==> src/rtl/sr_cmd_gen.sv <==
// rtl/sr_cmd_gen.sv - debounced set/reset request to one-cycle S/R command generator
module sr_cmd_gen #(
    parameter int DEBOUNCE_CYCLES = 4,
    parameter bit R_PRIORITY      = 1'b1
) (
    input  logic clk,
    input  logic rst_n,
    input  logic set_req,
    input  logic rst_req,
    output logic S,
    output logic R,
    output logic conflict
);

    localparam int CW = (DEBOUNCE_CYCLES > 1) ? $clog2(DEBOUNCE_CYCLES) : 1;
    localparam logic [CW-1:0] CNT_MAX = CW'(DEBOUNCE_CYCLES - 1);

    // Channel 0 carries the set request, channel 1 the reset request.
    logic [1:0]    raw;
    logic [1:0]    sync1;
    logic [1:0]    sync2;
    logic [1:0]    deb;
    logic [1:0]    deb_q;
    logic [CW-1:0] cnt [2];
    logic [1:0]    rise;
    logic          s_nxt;
    logic          r_nxt;
    logic          c_nxt;

    assign raw = {rst_req, set_req};

    always_ff @(posedge clk or negedge rst_n) begin
        if (!rst_n) begin
            sync1  <= '0;
            sync2  <= '0;
            deb    <= '0;
            deb_q  <= '0;
            cnt[0] <= '0;
            cnt[1] <= '0;
        end else begin
            sync1 <= raw;
            sync2 <= sync1;
            deb_q <= deb;
            for (int ch = 0; ch < 2; ch++) begin
                // Any return to the accepted level restarts the stability count.
                if (sync2[ch] == deb[ch]) begin
                    cnt[ch] <= '0;
                end else if (cnt[ch] == CNT_MAX) begin
                    deb[ch] <= sync2[ch];
                    cnt[ch] <= '0;
                end else begin
                    cnt[ch] <= cnt[ch] + CW'(1);
                end
            end
        end
    end

    assign rise = deb & ~deb_q;

    always_comb begin
        s_nxt = rise[0];
        r_nxt = rise[1];
        c_nxt = 1'b0;
        // Only one command may ever reach the downstream latch per cycle.
        if (rise[0] && rise[1]) begin
            s_nxt = ~R_PRIORITY;
            r_nxt = R_PRIORITY;
            c_nxt = 1'b1;
        end
    end

    always_ff @(posedge clk or negedge rst_n) begin
        if (!rst_n) begin
            S        <= 1'b0;
            R        <= 1'b0;
            conflict <= 1'b0;
        end else begin
            S        <= s_nxt;
            R        <= r_nxt;
            conflict <= c_nxt;
        end
    end

endmodule
==> config.mk <==
export PLATFORM = sky130hd
export DESIGN_NAME = sr_cmd_gen
export DESIGN_NICKNAME = d
export VERILOG_FILES = /design/src/rtl/sr_cmd_gen.sv
export SDC_FILE = /design/constraint.sdc
export NUM_CORES = 1
export LEC_CHECK = 0
export ABC_AREA = 0
export BUFFER_PORTS_ARGS = -buffer_cell sky130_fd_sc_hd__buf_2
export CAP_MARGIN = 20
export CORE_AREA = 2 2 39 41
export CTS_CLUSTER_SIZE = 12
export DETAILED_ROUTE_END_ITERATION = 8
export DIE_AREA = 0 0 41 43
export PLACE_DENSITY = 0.61
export SLEW_MARGIN = 20
export SYNTH_ARGS = -nofsm -noshare
export SYNTH_HDL_FRONTEND = slang
export SYNTH_SLANG_ARGS = --single-unit
==> constraint.sdc <==
create_clock -name clk -period 0.95 [get_ports clk]
set_input_delay 0.1425 -clock clk [delete_from_list [all_inputs] [get_ports clk]]
set_output_delay 0.1425 -clock clk [all_outputs]
set_load 0.01 [all_outputs]
== Word-level counts from Yosys, hierarchy flattened ==
Index checks and enable logic that the tools add are counted.

* Flip-flop bits (word level): 15
* Logic and storage cells: 30

* Add/subtract/negate cells: 2
* Equal/unequal tests: 4
* Multiplexer cells: 7
* Bitwise gates (word level): 4
* Reduce and logical (&&, ||, !) cells: 3

{| class="wikitable"
|+ Operator list
! cell !! number
|-
| $mux 2 || 4
|-
| $add 2x1->2 const B || 2
|-
| $eq 2x2->1 const B || 2
|-
| $reduce_and 2->1 || 2
|-
| $mux 1 || 3
|-
| $and 2x2->2 || 1
|-
| $eq 1x1->1 || 2
|-
| $not 1->1 || 2
|-
| $not 2->2 || 1
|-
| $logic_and 1x1->1 || 1
|}

== Longest topological paths before layout ==
* Depth after elaboration: 4
* Depth in mapped cells: 2
* Mapped depth without buffers: 2

== Worst setup path after synthesis ==
No wires, ideal clock.

* Path kind: register -> register
* From: register cnt[0] (netlist bit)
* To: register deb[1]
* Data arrival time: 0.885 ns
* Required time: 0.822 ns
* Setup slack: -0.063 ns
* Cell stages (with the launch flop): 3
* Buffers on the path: 0
* Period minus slack after synthesis: 1.013 ns
* Path through: dfrtp_1 > ha_1 > mux2_1

* Cells in the longest elaborated chain, start to end: 2

{| class="wikitable"
|+ Ends and longest elaborated chain
! what !! RTL line !! text
|-
| start, declared || 24 || <nowiki>logic [CW-1:0] cnt [2];</nowiki>
|-
| start signal, assigned by index || 52 || <nowiki>cnt[ch] <= cnt[ch] + CW'(1);</nowiki>
|-
| $eq 2x2->1 || 48 || <nowiki>end else if (cnt[ch] == CNT_MAX) begin</nowiki>
|-
| $reduce_and 2->1 (no source line) || - ||
|-
| end signal, assigned by index || 49 || <nowiki>deb[ch] <= sync2[ch];</nowiki>
|-
| end, declared || 22 || <nowiki>logic [1:0] deb;</nowiki>
|}

Every way passes these cells.
A chain may end at the register's enable or synchronous reset.

== Worst setup path in the final report ==
* From: register cnt[2] (netlist bit)
* To: register deb[0]

The elaborated chain is that of the path after synthesis.

==> results.rst <==
.. list-table::
   :header-rows: 1

   * - Metric
     - Value
   * - Hold/Removal Path Class
     - primary input to async pin
   * - Overall track demand over capacity in global routing
     - 0.1081
   * - Combinational family with the most area after synthesis
     - simple AND/OR/NAND/NOR gates
   * - Post-synthesis share of cell area spent on full adders, half adders and majority gates
     - 0.04950
   * - Fillcell total
     - between 100 and 150
   * - Worst reg2reg path startpoint
     - cnt[2]
   * - Clock insertion delay at the later pin of the skew report
     - around 0.28 ns
   * - Final number of hold-violating endpoints
     - 0
   * - Width of the chip
     - ~41 microns
   * - Crit path time final
     - 1.011 ns
   * - Register area share after synthesis
     - 0.7426
   * - Final critical-path share of the clock period
     - 1.064
   * - Proportion of layout cells with a drive suffix above 1
     - 0.5000
   * - Depth of the worst register-to-register path
     - 2
   * - Post-detailed-routing wire length
     - 761 microns
   * - Mux share of post-synthesis cell area
     - 0.04455
   * - Failing checks
     - negative setup slack
   * - Most common cell in the synthesized netlist
     - dfrtp_1
   * - Global route overflow
     - 0
   * - Worst setup EP type
     - flip-flop
   * - Number of enable-type register cells in the synthesized netlist
     - 0
   * - CTS Buf Count
     - 3
   * - End of the critical path
     - deb[0]
   * - Clock-pin slew on the worst setup and hold paths
     - about 0.09 ns
   * - Critical setup path kind
     - flip-flop to flip-flop
   * - Peak clock frequency supported by timing
     - a little under 1000 MHz
   * - Endpoint required time on the critical path
     - 1.12 ns
   * - RSZ-0062 raised after global routing
     - yes
   * - Worst supply voltage drop on vdd
     - around 0.0011 V
   * - Power per cell area
     - between 2000 and 3000 nW/um^2
   * - Number of global-route vias before repair
     - between 200 and 300
   * - Max Cap Viol
     - 0
   * - Transition time of the tightest slew-check pin
     - roughly 0.32 ns
   * - Root Buffer
     - clkbuf_4
   * - Leading post-synthesis cells by cell area
     - dfrtp_1 74%, ha_1 5.0%, mux2_1 4.5%, nor2b_4 2.7%, nor3b_2 2.5%
   * - Final total power
     - between 1500 and 2000 uW
   * - Register-to-register setup slack
     - -0.06 ns
   * - Max_slew headroom
     - 0.7894
   * - 1st-iter DRT viols
     - 2
   * - Global-route wire length before repair
     - 1.214 mm
   * - Total of warnings raised by yosys
     - 0
   * - Pin count of the biggest net entering global routing
     - 16
   * - Leakage power summed over all cells
     - about 0.00034 uW
   * - Run status
     - complete, but fails checks
   * - Core Area
     - 1384 sq um
   * - Simple-gate share of the synthesized area
     - 0.1287
   * - Accumulated negative setup slack
     - -0.09411 ns
   * - Complex-gate fraction of the synthesized area
     - 0
   * - Gpl congestion
     - 0.5773
   * - Yosys top cell area share
     - 0.7426
   * - Count of endpoints failing setup in the final report
     - 2
   * - DR vias/cell
     - between 4 and 5
   * - Fraction of registers with async set or reset after synthesis
     - 1.000
   * - First-pass iteration count of the detailed router
     - 4
   * - Area growth from synthesis to final layout
     - 37.38%
   * - I/O Buffers
     - 6
   * - Initial antenna violation count
     - 0
   * - Multi-input combinational cell area
     - 170.2 sq um
   * - Top post-synthesis cells by count
     - 15 x dfrtp_1, 2 x ha_1, 2 x mux2_1
   * - Die area
     - ~1800 sq um
   * - Arrival time worst endpoint
     - around 1.2 ns
   * - Vias
     - around 270
   * - Crit. Startpoint
     - cnt[2]
   * - Synth Area in XOR/XNOR
     - 0.03465
   * - Final slew viol count
     - 0
   * - Fin Clk Skew
     - 0.005805 ns
   * - Antenna Violating Nets Remaining
     - 0
   * - Reg2Reg Capture Point
     - deb[0]
   * - CTS tree
     - yes
   * - H-tree depth reported by CTS
     - 1
   * - Number of diodes added for antenna fixing
     - 0
   * - Residual DRC count
     - 0
   * - Post-synthesis average cell area
     - about 18 sq um
   * - Initial standard-cell utilization of the core
     - 0.3653
   * - Minimum setup slack in the final design
     - -0.06084 ns
   * - Peak fanout along the critical path
     - 2
   * - Final nets
     - 53
   * - Wirelength per Cell
     - roughly 12 microns
   * - Number of buffers on the longest clock path
     - 2
   * - Category of the worst setup path launch point
     - flip-flop
   * - Number of flip-flops and latches in the synthesized netlist
     - 15
   * - Most used DFF post-synth
     - dfrtp_1
   * - Chip height
     - roughly 43 microns
   * - Number of instances in the synthesized netlist
     - 28
   * - Number of distinct library cells after synthesis
     - 12
   * - Clock sink total
     - 15
   * - Boundary pin count
     - 7
   * - Netlist area before placement
     - between 500 and 600 sq um
   * - Yosys top cell by area
     - dfrtp_1
   * - Count of standard-cell rows
     - 14
   * - Register area
     - roughly 380 sq um
   * - Net count after synthesis
     - 34
-- critical path: stages, from the launching register on --
cell,delay (ns)
dfrtp_1,0.43
ha_4,0.19
mux2_4,0.28
-- per-stage QoR --
step	instances	setup WS [ns]	util	instance area, sq um	hold WS (ns)
6_report	62	-0.06084	0.5018	694.4	0.2755
5_1_grt	62	-0.08611	0.5018	694.4	0.2945
4_1_cts	62	-0.04611	0.4819	666.9	0.2907
3_5_place_dp	54	-0.02669	0.4322	598.1	0.05908
3_3_place_gp	54	0.001746	0.4322	598.1	0.04414
2_1_floorplan	28	-0.01278	-	518.0	-0.1531
-- state kept, by name (all words and copies together) (netlist names) --
signal    cells
R             1
S             1
cnt           4
conflict      1
deb           2
deb_q         2
sync1         2
sync2         2
-- layout make-up --
cell class / count / share of cell area
Multi-Input combinational cell: 13 / 0.2450
Sequential cell: 15 / 0.5405
Clock inverter: 1 / 0.007207
Tap cell: 16 / 0.02883
Clock buffer: 3 / 0.03243
Timing Repair Buffer: 14 / 0.1459
-- per-layer routing --
metal	wire (microns)	GRT usage	part of all wire	up-vias
met5	0	0	0	-
met4	21	0.08000	0.028	0
met3	41	0.03141	0.054	2
met2	394	0.1406	0.52	9
met1	304	0.1469	0.40	132
li1	-	-	-	129
-- power breakdown --
part | internal (uW) | switching, uW | total (uW)
Clock | 156 | 203 | 359
Sequential | 850 | 178 | 1030
Combinational | 408 | 200 | 608
-- cell families (layout without fill, tap and decap cells) --
| group | count (synthesis) | in the layout |
|---|---|---|
| adders and majority gates | 2 | 2 |
| DFF | 15 | 15 |
| muxes | 2 | 2 |
| buffers and inverters | 0 | 18 |
| xor gates and xnor gates | 2 | 2 |
| and+or+nand+nor | 7 | 7 |
-- cells in the final DEF (no fill, tap or decap), drive strengths merged --
| master | netlist | routed |
|---|---|---|
| clkbuf | 0 | 3 |
| and2 | 1 | 1 |
| nor3b | 2 | 2 |
| xnor2 | 1 | 1 |
| dlygate4sd3 | 0 | 3 |
| dfrtp | 15 | 15 |
| and3b | 1 | 1 |
| nor3 | 1 | 1 |
| buf | 0 | 11 |
| xor2 | 1 | 1 |
| nor2b | 2 | 2 |
| ha | 2 | 2 |
| clkinv | 0 | 1 |
| mux2 | 2 | 2 |
-- worst min path at each step --
stage / end / slack (ns) / cells after the start
2_1_floorplan: R / -0.15 / 0
6_report: deb_q[0] / 0.28 / 2
3_5_place_dp: S / 0.06 / 1
4_1_cts: S / 0.29 / 2
3_3_place_gp: R / 0.04 / 1
5_1_grt: R / 0.29 / 2
-- what timing repair did --
| action | 4_1_cts | 5_1_grt |
|---|---|---|
| gates cloned | 0 | 0 |
| setup buffers | 1 | 0 |
| pin swaps | 2 | 0 |
| hold endpoints to repair | 17 | 0 |
| hold buffers | 3 | 0 |
| endpoints found under the setup margin | 4 | 8 |
| resized for setup | 1 | 3 |
Note: power is estimated with default switching activity, not from simulation.
